**src/rtl/elevator_pkg.sv**
```systemverilog
// Shared types and constants for the elevator dispatcher.
// Floors are numbered FLOOR_MIN..FLOOR_MAX. Request bit i stands for floor i+1.
package elevator_pkg;

  localparam int NUM_FLOORS = 9;

  typedef logic [3:0] floor_t;

  localparam floor_t FLOOR_MIN = 4'd1;
  localparam floor_t FLOOR_MAX = floor_t'(NUM_FLOORS);

  typedef enum logic [1:0] {IDLE, MOVING, DOOR_OPEN, HALT} state_t;

  // Returns the request bit position that belongs to floor f.
  function automatic logic [NUM_FLOORS-1:0] floor_onehot(input floor_t f);
    return NUM_FLOORS'(1) << (f - FLOOR_MIN);
  endfunction

endpackage

```
**src/rtl/elevator_dispatch_if.sv**
```systemverilog
// Bundle between the dispatcher and the car/request side.
// The master modport is the dispatcher and the slave modport is the car.
// Optional: FIRE_RECALL_EN adds the fire_recall input.
interface elevator_dispatch_if;
  import elevator_pkg::*;

  logic [NUM_FLOORS-1:0] main_requests;
  logic                  move_up;
  logic                  move_down;
  logic                  stuck;
`ifdef FIRE_RECALL_EN
  logic                  fire_recall;
`endif
  floor_t                floor;
  floor_t                destination;
  logic                  door_open;
  logic [NUM_FLOORS-1:0] pending;
  logic                  dir_up;

  modport master (
    input  main_requests, move_up, move_down, stuck,
`ifdef FIRE_RECALL_EN
    input  fire_recall,
`endif
    output floor, destination, door_open, pending, dir_up
  );

  modport slave (
    output main_requests, move_up, move_down, stuck,
`ifdef FIRE_RECALL_EN
    output fire_recall,
`endif
    input  floor, destination, door_open, pending, dir_up
  );

endinterface

```
**src/rtl/elevator_req_select.sv**
```systemverilog
// Finds the nearest pending floor for the collective (SCAN) policy.
// The search is one-sided: first strictly ahead in dir_up, then strictly behind.
module elevator_req_select
  import elevator_pkg::*;
(
  input  logic [NUM_FLOORS-1:0] pending,
  input  floor_t                floor,
  input  logic                  dir_up,
  output logic                  found_same,
  output logic                  found_dir,
  output logic                  found_opp,
  output floor_t                target
);

  logic   any_up;
  logic   any_dn;
  floor_t near_up;
  floor_t near_dn;

  // Nearest pending floor strictly above and strictly below the car.
  always_comb begin
    any_up  = 1'b0;
    any_dn  = 1'b0;
    near_up = floor;
    near_dn = floor;
    for (int i = NUM_FLOORS - 1; i >= 0; i--) begin
      if (pending[i] && (floor_t'(i + 1) > floor)) begin
        any_up  = 1'b1;
        near_up = floor_t'(i + 1);
      end
    end
    for (int i = 0; i < NUM_FLOORS; i++) begin
      if (pending[i] && (floor_t'(i + 1) < floor)) begin
        any_dn  = 1'b1;
        near_dn = floor_t'(i + 1);
      end
    end
  end

  // Pick the direction-relative result.
  always_comb begin
    found_same = |(pending & floor_onehot(floor));
    found_dir  = dir_up ? any_up : any_dn;
    found_opp  = dir_up ? any_dn : any_up;
    if (found_dir) target = dir_up ? near_up : near_dn;
    else           target = dir_up ? near_dn : near_up;
  end

endmodule

```
**src/rtl/elevator_dispatch.sv**
```systemverilog
// Elevator dispatcher: latches requests, tracks the car position from its
// move_up/move_down outputs, issues SCAN destinations and sequences the door.
// Optional: FIRE_RECALL_EN sends the car to floor 1 and holds the door open.
//
// state     | meaning
// IDLE      | car parked, choosing the next destination
// MOVING    | car travelling toward destination
// DOOR_OPEN | door open at a served floor
// HALT      | stuck alarm, dispatch frozen
module elevator_dispatch
  import elevator_pkg::*;
#(
  parameter int TRAVEL_CYCLES = 16,
  parameter int DOOR_CYCLES   = 32
) (
  input  logic                clk,
  input  logic                reset,
  elevator_dispatch_if.master bus
);

  localparam int TW = $clog2(TRAVEL_CYCLES);
  localparam int DW = $clog2(DOOR_CYCLES);

  state_t                state_q, state_d;
  floor_t                floor_q, floor_d;
  floor_t                dest_q, dest_d;
  logic [NUM_FLOORS-1:0] pending_q, pending_d;
  logic                  door_q, door_d;
  logic                  dir_up_q, dir_up_d;
  logic [TW-1:0]         travel_q, travel_d;
  logic [DW-1:0]         door_cnt_q, door_cnt_d;
  logic                  tdir_q, tdir_d;
`ifdef FIRE_RECALL_EN
  logic                  recall_q, recall_d;
`endif

  logic                  found_same, found_dir, found_opp;
  floor_t                target;
  logic [NUM_FLOORS-1:0] clear_mask;
  logic                  step_up, step_dn;

  elevator_req_select u_sel (
    .pending    (pending_q),
    .floor      (floor_q),
    .dir_up     (dir_up_q),
    .found_same (found_same),
    .found_dir  (found_dir),
    .found_opp  (found_opp),
    .target     (target)
  );

  // Next-state logic for the dispatcher FSM, counters and request latch.
  always_comb begin
    clear_mask = (state_q == DOOR_OPEN) ? floor_onehot(floor_q) : '0;
    pending_d  = (pending_q | bus.main_requests) & ~clear_mask;
    state_d    = state_q;
    floor_d    = floor_q;
    dest_d     = dest_q;
    door_d     = door_q;
    dir_up_d   = dir_up_q;
    travel_d   = travel_q;
    door_cnt_d = door_cnt_q;
    tdir_d     = tdir_q;
    step_up    = bus.move_up && (dest_q > floor_q);
    step_dn    = bus.move_down && (dest_q < floor_q);
`ifdef FIRE_RECALL_EN
    recall_d   = bus.fire_recall;
`endif

    if (bus.stuck) begin
      state_d = HALT;
      dest_d  = floor_q;
    end else begin
      case (state_q)
        IDLE: begin
          door_d = 1'b0;
          if (found_same) begin
            state_d    = DOOR_OPEN;
            door_d     = 1'b1;
            door_cnt_d = '0;
            dest_d     = floor_q;
          end else if (found_dir || found_opp) begin
            state_d = MOVING;
            dest_d  = target;
            if (!found_dir) dir_up_d = ~dir_up_q;
          end else begin
            dest_d = floor_q;
          end
        end
        MOVING: begin
          if (floor_q == dest_q) begin
            state_d    = DOOR_OPEN;
            door_d     = 1'b1;
            door_cnt_d = '0;
          end else begin
            if (step_up || step_dn) begin
              tdir_d = step_up;
              // A reversal mid-transit discards the partial transit.
              if ((travel_q != '0) && (step_up != tdir_q)) begin
                travel_d = '0;
              end else if (travel_q == TW'(TRAVEL_CYCLES - 1)) begin
                travel_d = '0;
                if (step_up) floor_d = (floor_q == FLOOR_MAX) ? floor_q : floor_q + 4'd1;
                else         floor_d = (floor_q == FLOOR_MIN) ? floor_q : floor_q - 4'd1;
              end else begin
                travel_d = travel_q + TW'(1);
              end
            end
            // Pick up a pending floor strictly between the car and its target.
            if (found_dir && (dir_up_q ? (target < dest_q) : (target > dest_q)))
              dest_d = target;
          end
        end
        DOOR_OPEN: begin
          dest_d = floor_q;
`ifdef FIRE_RECALL_EN
          if (recall_q && !bus.fire_recall) begin
            state_d    = IDLE;
            door_d     = 1'b0;
            door_cnt_d = '0;
          end else
`endif
          if (|(bus.main_requests & floor_onehot(floor_q))) begin
            door_cnt_d = '0;
          end else if (door_cnt_q == DW'(DOOR_CYCLES - 1)) begin
            state_d    = IDLE;
            door_d     = 1'b0;
            door_cnt_d = '0;
          end else begin
            door_cnt_d = door_cnt_q + DW'(1);
          end
        end
        HALT: begin
          state_d    = IDLE;
          dest_d     = floor_q;
          travel_d   = '0;
          door_d     = 1'b0;
          door_cnt_d = '0;
        end
        default: state_d = IDLE;
      endcase
    end

`ifdef FIRE_RECALL_EN
    // Recall overrides normal dispatch, but a stuck car still halts.
    if (bus.fire_recall && !bus.stuck) begin
      pending_d = '0;
      dest_d    = FLOOR_MIN;
      if (floor_q == FLOOR_MIN) begin
        state_d    = DOOR_OPEN;
        door_d     = 1'b1;
        door_cnt_d = '0;
      end else begin
        state_d = MOVING;
        door_d  = 1'b0;
      end
    end
`endif
  end

  // State and output registers.
  always_ff @(posedge clk) begin
    if (reset) begin
      state_q    <= IDLE;
      floor_q    <= FLOOR_MIN;
      dest_q     <= FLOOR_MIN;
      pending_q  <= '0;
      door_q     <= 1'b0;
      dir_up_q   <= 1'b1;
      travel_q   <= '0;
      door_cnt_q <= '0;
      tdir_q     <= 1'b1;
`ifdef FIRE_RECALL_EN
      recall_q   <= 1'b0;
`endif
    end else begin
      state_q    <= state_d;
      floor_q    <= floor_d;
      dest_q     <= dest_d;
      pending_q  <= pending_d;
      door_q     <= door_d;
      dir_up_q   <= dir_up_d;
      travel_q   <= travel_d;
      door_cnt_q <= door_cnt_d;
      tdir_q     <= tdir_d;
`ifdef FIRE_RECALL_EN
      recall_q   <= recall_d;
`endif
    end
  end

  assign bus.floor       = floor_q;
  assign bus.destination = dest_q;
  assign bus.door_open   = door_q;
  assign bus.pending     = pending_q;
  assign bus.dir_up      = dir_up_q;

endmodule

```
**src/flat_wrapper.sv**
```systemverilog
// flat-port wrapper written by rule: the top's interface ports become plain ports
module elevator_dispatch_flat import elevator_pkg::*;
#(
  parameter int TRAVEL_CYCLES = 16,
  parameter int DOOR_CYCLES   = 32
)
  (clk, reset, bus_main_requests, bus_move_up, bus_move_down, bus_stuck, bus_floor, bus_destination, bus_door_open, bus_pending, bus_dir_up);
  elevator_dispatch_if bus_i ();
  input  logic clk;
  input  logic reset;
  input wire logic [$bits(bus_i.main_requests)-1:0] bus_main_requests;
  input wire logic [$bits(bus_i.move_up)-1:0] bus_move_up;
  input wire logic [$bits(bus_i.move_down)-1:0] bus_move_down;
  input wire logic [$bits(bus_i.stuck)-1:0] bus_stuck;
  output wire logic [$bits(bus_i.floor)-1:0] bus_floor;
  output wire logic [$bits(bus_i.destination)-1:0] bus_destination;
  output wire logic [$bits(bus_i.door_open)-1:0] bus_door_open;
  output wire logic [$bits(bus_i.pending)-1:0] bus_pending;
  output wire logic [$bits(bus_i.dir_up)-1:0] bus_dir_up;
  assign bus_i.main_requests = bus_main_requests;
  assign bus_i.move_up = bus_move_up;
  assign bus_i.move_down = bus_move_down;
  assign bus_i.stuck = bus_stuck;
  assign bus_floor = bus_i.floor;
  assign bus_destination = bus_i.destination;
  assign bus_door_open = bus_i.door_open;
  assign bus_pending = bus_i.pending;
  assign bus_dir_up = bus_i.dir_up;
  elevator_dispatch #(.TRAVEL_CYCLES(TRAVEL_CYCLES), .DOOR_CYCLES(DOOR_CYCLES)) u_core (.clk(clk), .reset(reset), .bus(bus_i));
endmodule
```
**config.mk**
```make
export PLATFORM = sky130hd
export DESIGN_NAME = elevator_dispatch_flat
export DESIGN_NICKNAME = d
export VERILOG_FILES = /design/src/rtl/elevator_pkg.sv /design/src/rtl/elevator_dispatch_if.sv /design/src/rtl/elevator_req_select.sv /design/src/rtl/elevator_dispatch.sv /design/src/flat_wrapper.sv
export SDC_FILE = /design/constraint.sdc
export NUM_CORES = 1
export LEC_CHECK = 0
export CAP_MARGIN = 30
export CORE_UTILIZATION = 40
export DETAILED_ROUTE_END_ITERATION = 16
export DONT_BUFFER_PORTS = 1
export HOLD_SLACK_MARGIN = 0.08
export PLACE_DENSITY_LB_ADDON = 0.12
export SETUP_SLACK_MARGIN = 0.3
export SYNTH_ARGS = -nofsm -noshare
export SYNTH_HDL_FRONTEND = slang
export SYNTH_HIERARCHICAL = 1
export SYNTH_SLANG_ARGS = --single-unit
```
**constraint.sdc**
```tcl
create_clock -name clk -period 4.36 [get_ports clk]
set_clock_uncertainty 0.05 [all_clocks]
set_input_delay 0.654 -clock clk [delete_from_list [all_inputs] [get_ports clk]]
set_output_delay 0.654 -clock clk [all_outputs]
set_load 0.02 [all_outputs]
```
Yosys cells after proc, flatten, opt, wreduce, memory -nomap -nowiden
Cells that the tools add are included.
{"block": "word_totals", "reg_bits": 31, "out_inout_bits": 19}
{"block": "classes", "add_sub_neg": 4, "n_lt_le_gt_ge": 22, "eq_ne": 23, "shifts": 1, "mux": 74, "bitwise": 11, "n_reduce_logical": 38}
{"op": "4-bit two-way mux", "n": 33}
{"op": "9-bit bitwise AND", "n": 3}
{"op": "1-bit two-way mux", "n": 25}
{"op": "1-bit logical AND", "n": 22}
{"op": "5-bit two-way mux", "n": 4}
{"op": "5-bit case mux with 4 select lines", "n": 1}
{"op": "9-bit OR reduction", "n": 2}
{"op": "3-bit by 4-bit > comparator with 1-bit output, first input constant", "n": 4}
{"op": "3-bit by 4-bit less-than comparator with 1-bit output, first input constant", "n": 4}
{"op": "4-bit AND reduction", "n": 4}
{"op": "2-bit two-way mux", "n": 6}
{"op": "4-bit case mux with 3 select lines", "n": 1}
{"op": "9-bit two-way mux", "n": 1}
{"op": "3-bit != test, second input constant", "n": 3}
{"op": "9-bit inverter", "n": 1}
{"op": "9-bit OR", "n": 1}
{"op": "1-bit by 4-bit << shifter with 9-bit output, first input constant", "n": 1}
{"op": "4-bit by 1-bit adder with 4-bit output, second input constant", "n": 2}
{"op": "4-bit == test, second input constant", "n": 2}
{"op": "2-bit by 4-bit > comparator with 1-bit output, first input constant", "n": 2}
{"op": "4-bit > comparator", "n": 2}
{"op": "4-bit > comparator, first input constant", "n": 2}
{"op": "2-bit by 4-bit less-than comparator with 1-bit output, first input constant", "n": 2}
{"op": "4-bit less-than comparator", "n": 2}
{"op": "other kinds (28)", "n": 43}

Logic depth before layout (Yosys ltp)
{"block": "depth", "depth_word": 20, "ltp_mapped": 16, "depth_no_buf": 13}

Hierarchy
The synthesis kept the hierarchy.
{"module": "elevator_dispatch", "instances": 1, "cells_each": 242, "area_each_um2": 2088.3}
{"module": "elevator_req_select", "instances": 1, "cells_each": 115, "area_each_um2": 762.0}

Least setup slack after synthesis
No wires, ideal clock.
{"block": "synth_timing", "kind": "register -> register", "startpoint": "register u_core.floor_q[0] (netlist: u_core/bus.floor[0])", "endpoint": "register u_core.dest_q[1] (netlist: u_core/bus.destination[1])", "setup_time_ns": 0.086, "arrival_ns": 3.558, "t_required_ns": 4.224, "slack_ns": 0.667, "path_stages_with_launch": 14, "n_path_buf": 1, "synth_period_minus_slack_ns": 3.693, "path_cell_list": "dfxtp_1 buf_2 inv_1 and4_1 or4_4 a22oi_4 mux2i_1 ha_1 nor2b_1 o21a_1 or4_1 a31oi_2 nor2_1 a211oi_1"}
{"block": "synth_between", "elab_chain_cells": 18}
{"item": "start: declaration", "line_no": "elevator_dispatch.sv:25", "text": "floor_t floor_q, floor_d;"}
{"item": "start signal: assignment", "line_no": "elevator_dispatch.sv:178", "text": "floor_q <= floor_d;"}
{"item": "4-bit > comparator / 1-bit by 4-bit less-than comparator with 1-bit output (equally long branches)", "line_no": "elevator_req_select.sv:27, elevator_req_select.sv:33"}
{"item": "1-bit logical AND (on tied branches)", "line_no": "elevator_req_select.sv:27, elevator_req_select.sv:33"}
{"item": "4-bit two-way mux (tied with other cells) (9 in a row)", "line_no": "elevator_req_select.sv:27", "text": "if (pending[i] && (floor_t'(i + 1) > floor)) begin"}
{"item": "4-bit two-way mux (tied with other cells)", "line_no": "elevator_req_select.sv:46", "text": "else target = dir_up ? near_dn : near_up;"}
{"item": "4-bit two-way mux *", "line_no": "elevator_req_select.sv:45", "text": "if (found_dir) target = dir_up ? near_up : near_dn;"}
{"item": "named net u_core.target[1]", "line_no": "elevator_dispatch.sv:38", "text": "floor_t target;"}
{"item": "4-bit > comparator / 4-bit less-than comparator (equally long branches)", "line_no": "elevator_dispatch.sv:110", "text": "if (found_dir && (dir_up_q ? (target < dest_q) : (target > dest_q)))"}
{"item": "1-bit two-way mux", "line_no": "elevator_dispatch.sv:110"}
{"item": "1-bit logical AND", "line_no": "elevator_dispatch.sv:110"}
{"item": "3-bit by 2-bit != test with 1-bit output (no source line)"}
{"item": "2-bit AND reduction (no source line)"}
{"item": "end signal: assignment", "line_no": "elevator_dispatch.sv:179", "text": "dest_q <= dest_d;"}
{"item": "end: declaration", "line_no": "elevator_dispatch.sv:26", "text": "floor_t dest_q, dest_d;"}
Mark *: on every way through the listed nets, which the timed path passes. The rest lies on a longest branch. The select of a mux whose other input is x is not followed.
A chain may end at the register's enable or synchronous reset.

Worst setup path after layout
{"block": "layout_timing", "startpoint": "register u_core.pending_q[7] (netlist: u_core/bus.pending[7])", "endpoint": "register u_core.dest_q[1] (netlist: u_core/bus.destination[1])"}
{"block": "layout_between", "elab_chain_cells": 16}
{"item": "start: declaration", "line_no": "elevator_dispatch.sv:27", "text": "logic [NUM_FLOORS-1:0] pending_q, pending_d;"}
{"item": "start signal: assignment", "line_no": "elevator_dispatch.sv:180", "text": "pending_q <= pending_d;"}
{"item": "1-bit logical AND", "line_no": "elevator_req_select.sv:27"}
{"item": "4-bit two-way mux / 1-bit two-way mux (equally long branches) (8 in a row)", "line_no": "elevator_req_select.sv:27"}
{"item": "4-bit two-way mux (tied with other cells)", "line_no": "elevator_req_select.sv:46"}
{"item": "4-bit two-way mux *", "line_no": "elevator_req_select.sv:45"}
{"item": "named net u_core.target[1]", "line_no": "elevator_dispatch.sv:38"}
{"item": "4-bit > comparator / 4-bit less-than comparator (equally long branches)", "line_no": "elevator_dispatch.sv:110"}
{"item": "1-bit two-way mux", "line_no": "elevator_dispatch.sv:110"}
{"item": "1-bit logical AND", "line_no": "elevator_dispatch.sv:110"}
{"item": "3-bit by 2-bit != test with 1-bit output (no source line)"}
{"item": "2-bit AND reduction (no source line)"}
Marks and branches as above.

==> impl_metrics.tcl <==
set metrics [dict create \
    p_int_mw 0.5136 \
    end_kind "register" \
    cts_tree "yes" \
    setup_viol_count_final 0 \
    cp.required_ns 4.50 \
    start_kind "register" \
    setup_tns_ns 0 \
    syn_nets 389 \
    yosys_warnings 6 \
    pwr-share-clk 0.333 \
    seq_area_frac_synth 0.2177 \
    arrival_ns 3.92 \
    ys_ff_latch 31 \
    powerDensity_nw_per_um2 248.0 \
    synth_flop_cell "dfxtp_1" \
    crit_type "register to register" \
    holdPathStages 1 \
    drive_above_1_share 0.1429 \
    p_leak_nw 1.110 \
    stdcell_count 453 \
    fin_crit_ns 3.779 \
    combPwrFrac 0.229 \
    dieArea_um2 7468 \
    crit_family "compound AO/OA/AOI/OAI gates" \
    layout_common_cells "nor2_1 (44), dfxtp_1 (27), inv_1 (20)" \
    irDropWorstVdd_mv 0.2091 \
    hold_viol_final 0 \
    startpoint "u_core/bus.pending[7]" \
    vias 2697 \
    rsz0062_at_grt "false" \
    power_switching_share 0.3171 \
    numCtsBuffers 5 \
    placedCellCount 445 \
    synthArstFlopShare 0 \
    crit_path_max_incr_delay_ns 0.60 \
    first_iter_violations 121 \
    cp_max_fo 10 \
    clk_latency_ns 0.28 \
    p_switching_mw 0.2385 \
    core-area_um2 6832 \
    seq_power_share 0.438 \
    clock_sinks 31 \
    detail_route.wl_per_cell_um 16.63 \
    dr.pass1.iters 4 \
    status "finished, final reports clean" \
    reg2reg_slack_ns 0.58 \
    avgSynthCellArea_um2 7.984 \
    grt_max_degree 34 \
    initial_utilization 0.4172 \
    mostFrequentLayoutCell "nor2_1" \
    viasPerCell 5.954 \
    syn_to_final_growth_pct 6.409 \
    path_buf_inv 0 \
    ys_types 79 \
    synth_edf_count 0 \
    antenna_found_initial 0 \
    holdPathEnd "u_core/state_q[0]" \
    timing.rr.start "u_core/bus.pending[7]" \
    fmax_mhz 264.6 \
    root_buffer "clkbuf_8" \
    place.port_buffers 0 \
    grt_pass1_wl_um 12580 \
    r2r_end "u_core/bus.destination[1]" \
    diodes 0 \
    max_slew.worst_pin.slew_ns 0.6699 \
    slew_viol_final 0 \
    synth_area_um2 2850 \
    cap_violations 0 \
    drt_wl_total_um 7534 \
    die_w_um 86.42 \
    gp_congestion 0.8117 \
    io_pins 33 \
    clk_pin_slew_ns 0.07 \
    hpwl_um 5621 \
    ant_nets 0 \
    cp_num_cells 12 \
    period_share 0.8667 \
    worstHoldStart "reset" \
    h-tree-depth 2 \
    grt.overflow.total 0 \
    crit_path_top_delay_cell "or4_4" \
    synthCells 357 \
    grt_use_total 0.2138 \
    core.rowCount 30 \
    grt_pass1_vias 2592 \
    fin_nets 388 \
    ff2ff_path_depth 12 \
    die_h_um 86.42 \
    drc 0 \
    slew_headroom 0.5487 \
    path_cells "o21bai_2 > o41ai_1 > or4_4 > a22oi_4 > mux2i_1 > ha_1 > nor2b_1 > o21a_1 > or4_1 > a31oi_2 > nor2_1 > a211oi_1" \
    clk_path_buf_depth 2 \
    hold_class "input port to register" \
]
sequential cells by signal, summed over array words and instances (netlist names):
name                    count
u_core/bus.pending          9
u_core/door_cnt_q           5
u_core/bus.destination      4
u_core/bus.floor            4
u_core/travel_q             4
u_core/state_q              2
u_core/bus.dir_up           1
u_core/bus.door_open        1
u_core/tdir_q               1
power by group through the flow:
stage	combinational, mW	clock [mW]	sequential (mW)
2_1_floorplan	0.144	0	0.328
5_1_grt	0.195	0.271	0.332
3_3_place_gp	0.170	0	0.336
6_report	0.172	0.251	0.330
4_1_cts	0.172	0.261	0.330
3_5_place_dp	0.171	0	0.336
stage by stage:
step	setup WS [ns]	utilization	hold slack (ns)	instance area (µm²)	total power [mW]
2_1_floorplan	0.6666	-	0.4286	2850	0.4727
3_3_place_gp	0.5072	0.4286	0.4383	2928	0.5067
3_5_place_dp	0.4631	0.4286	0.4499	2928	0.5072
4_1_cts	0.4236	0.4432	0.3742	3028	0.7632
5_1_grt	0.3270	0.4440	0.3695	3033	0.7974
6_report	0.5814	0.4440	0.3896	3033	0.7521
how the worst max path moves through the flow:
stage | to | slack, ns
finish | u_core/bus.destination[1] | 0.58
CTS | u_core/bus.destination[3] | 0.42
detailed placement | u_core/bus.destination[2] | 0.46
floorplan | u_core/bus.destination[1] | 0.67
global route | u_core/bus.destination[1] | 0.33
global placement | u_core/bus.destination[3] | 0.51
synth_stat cells (all sizes together), types with 6 or more instances:
library cell	number	share of area
nor2	44	0.058
dfxtp	31	0.22
inv	21	0.028
a21oi	19	0.035
ha	18	0.079
nand2	18	0.024
a211oi	16	0.046
o21ai	13	0.023
a31oi	12	0.029
nand2b	10	0.022
nor3	10	0.019
buf	9	0.019
nand3	9	0.016
clkbuf	8	0.018
mux2i	7	0.025
a22oi	6	0.021
mux2	6	0.024
o21bai	6	0.018
o22ai	6	0.013
layer usage:
layer,vias up,wire length (µm),global-route usage,part of all wire
met4,0,176,0.08939,0.023
li1,1339,-,-,-
met5,-,0,0,0
met3,14,291,0.04190,0.039
met2,63,3460,0.3326,0.46
met1,1281,3605,0.2884,0.48
cell families after synthesis:
kind of cell    synth area share
simple gates              0.2485
compound gates            0.3222
buf+inv                  0.06891
flops                     0.2177
fa+ha+maj                0.07902
mux                      0.04829
xor+xnor                 0.01537
what timing repair did:
action                     CTS  global route
resized for setup            0             4
setup endpoints to repair    0             4
buffers inserted             0             0
hold buffers                 0             0
area by class of cell:
type	instances	area, µm²
inverters	21	78.83
multi-input cells	287	2033
clock buffers	8	100.1
well taps	96	120.1
repair buffers	10	75.07
fillers	723	3799
flip-flops and latches	31	625.6
Power figures use the tool's default switching activity.
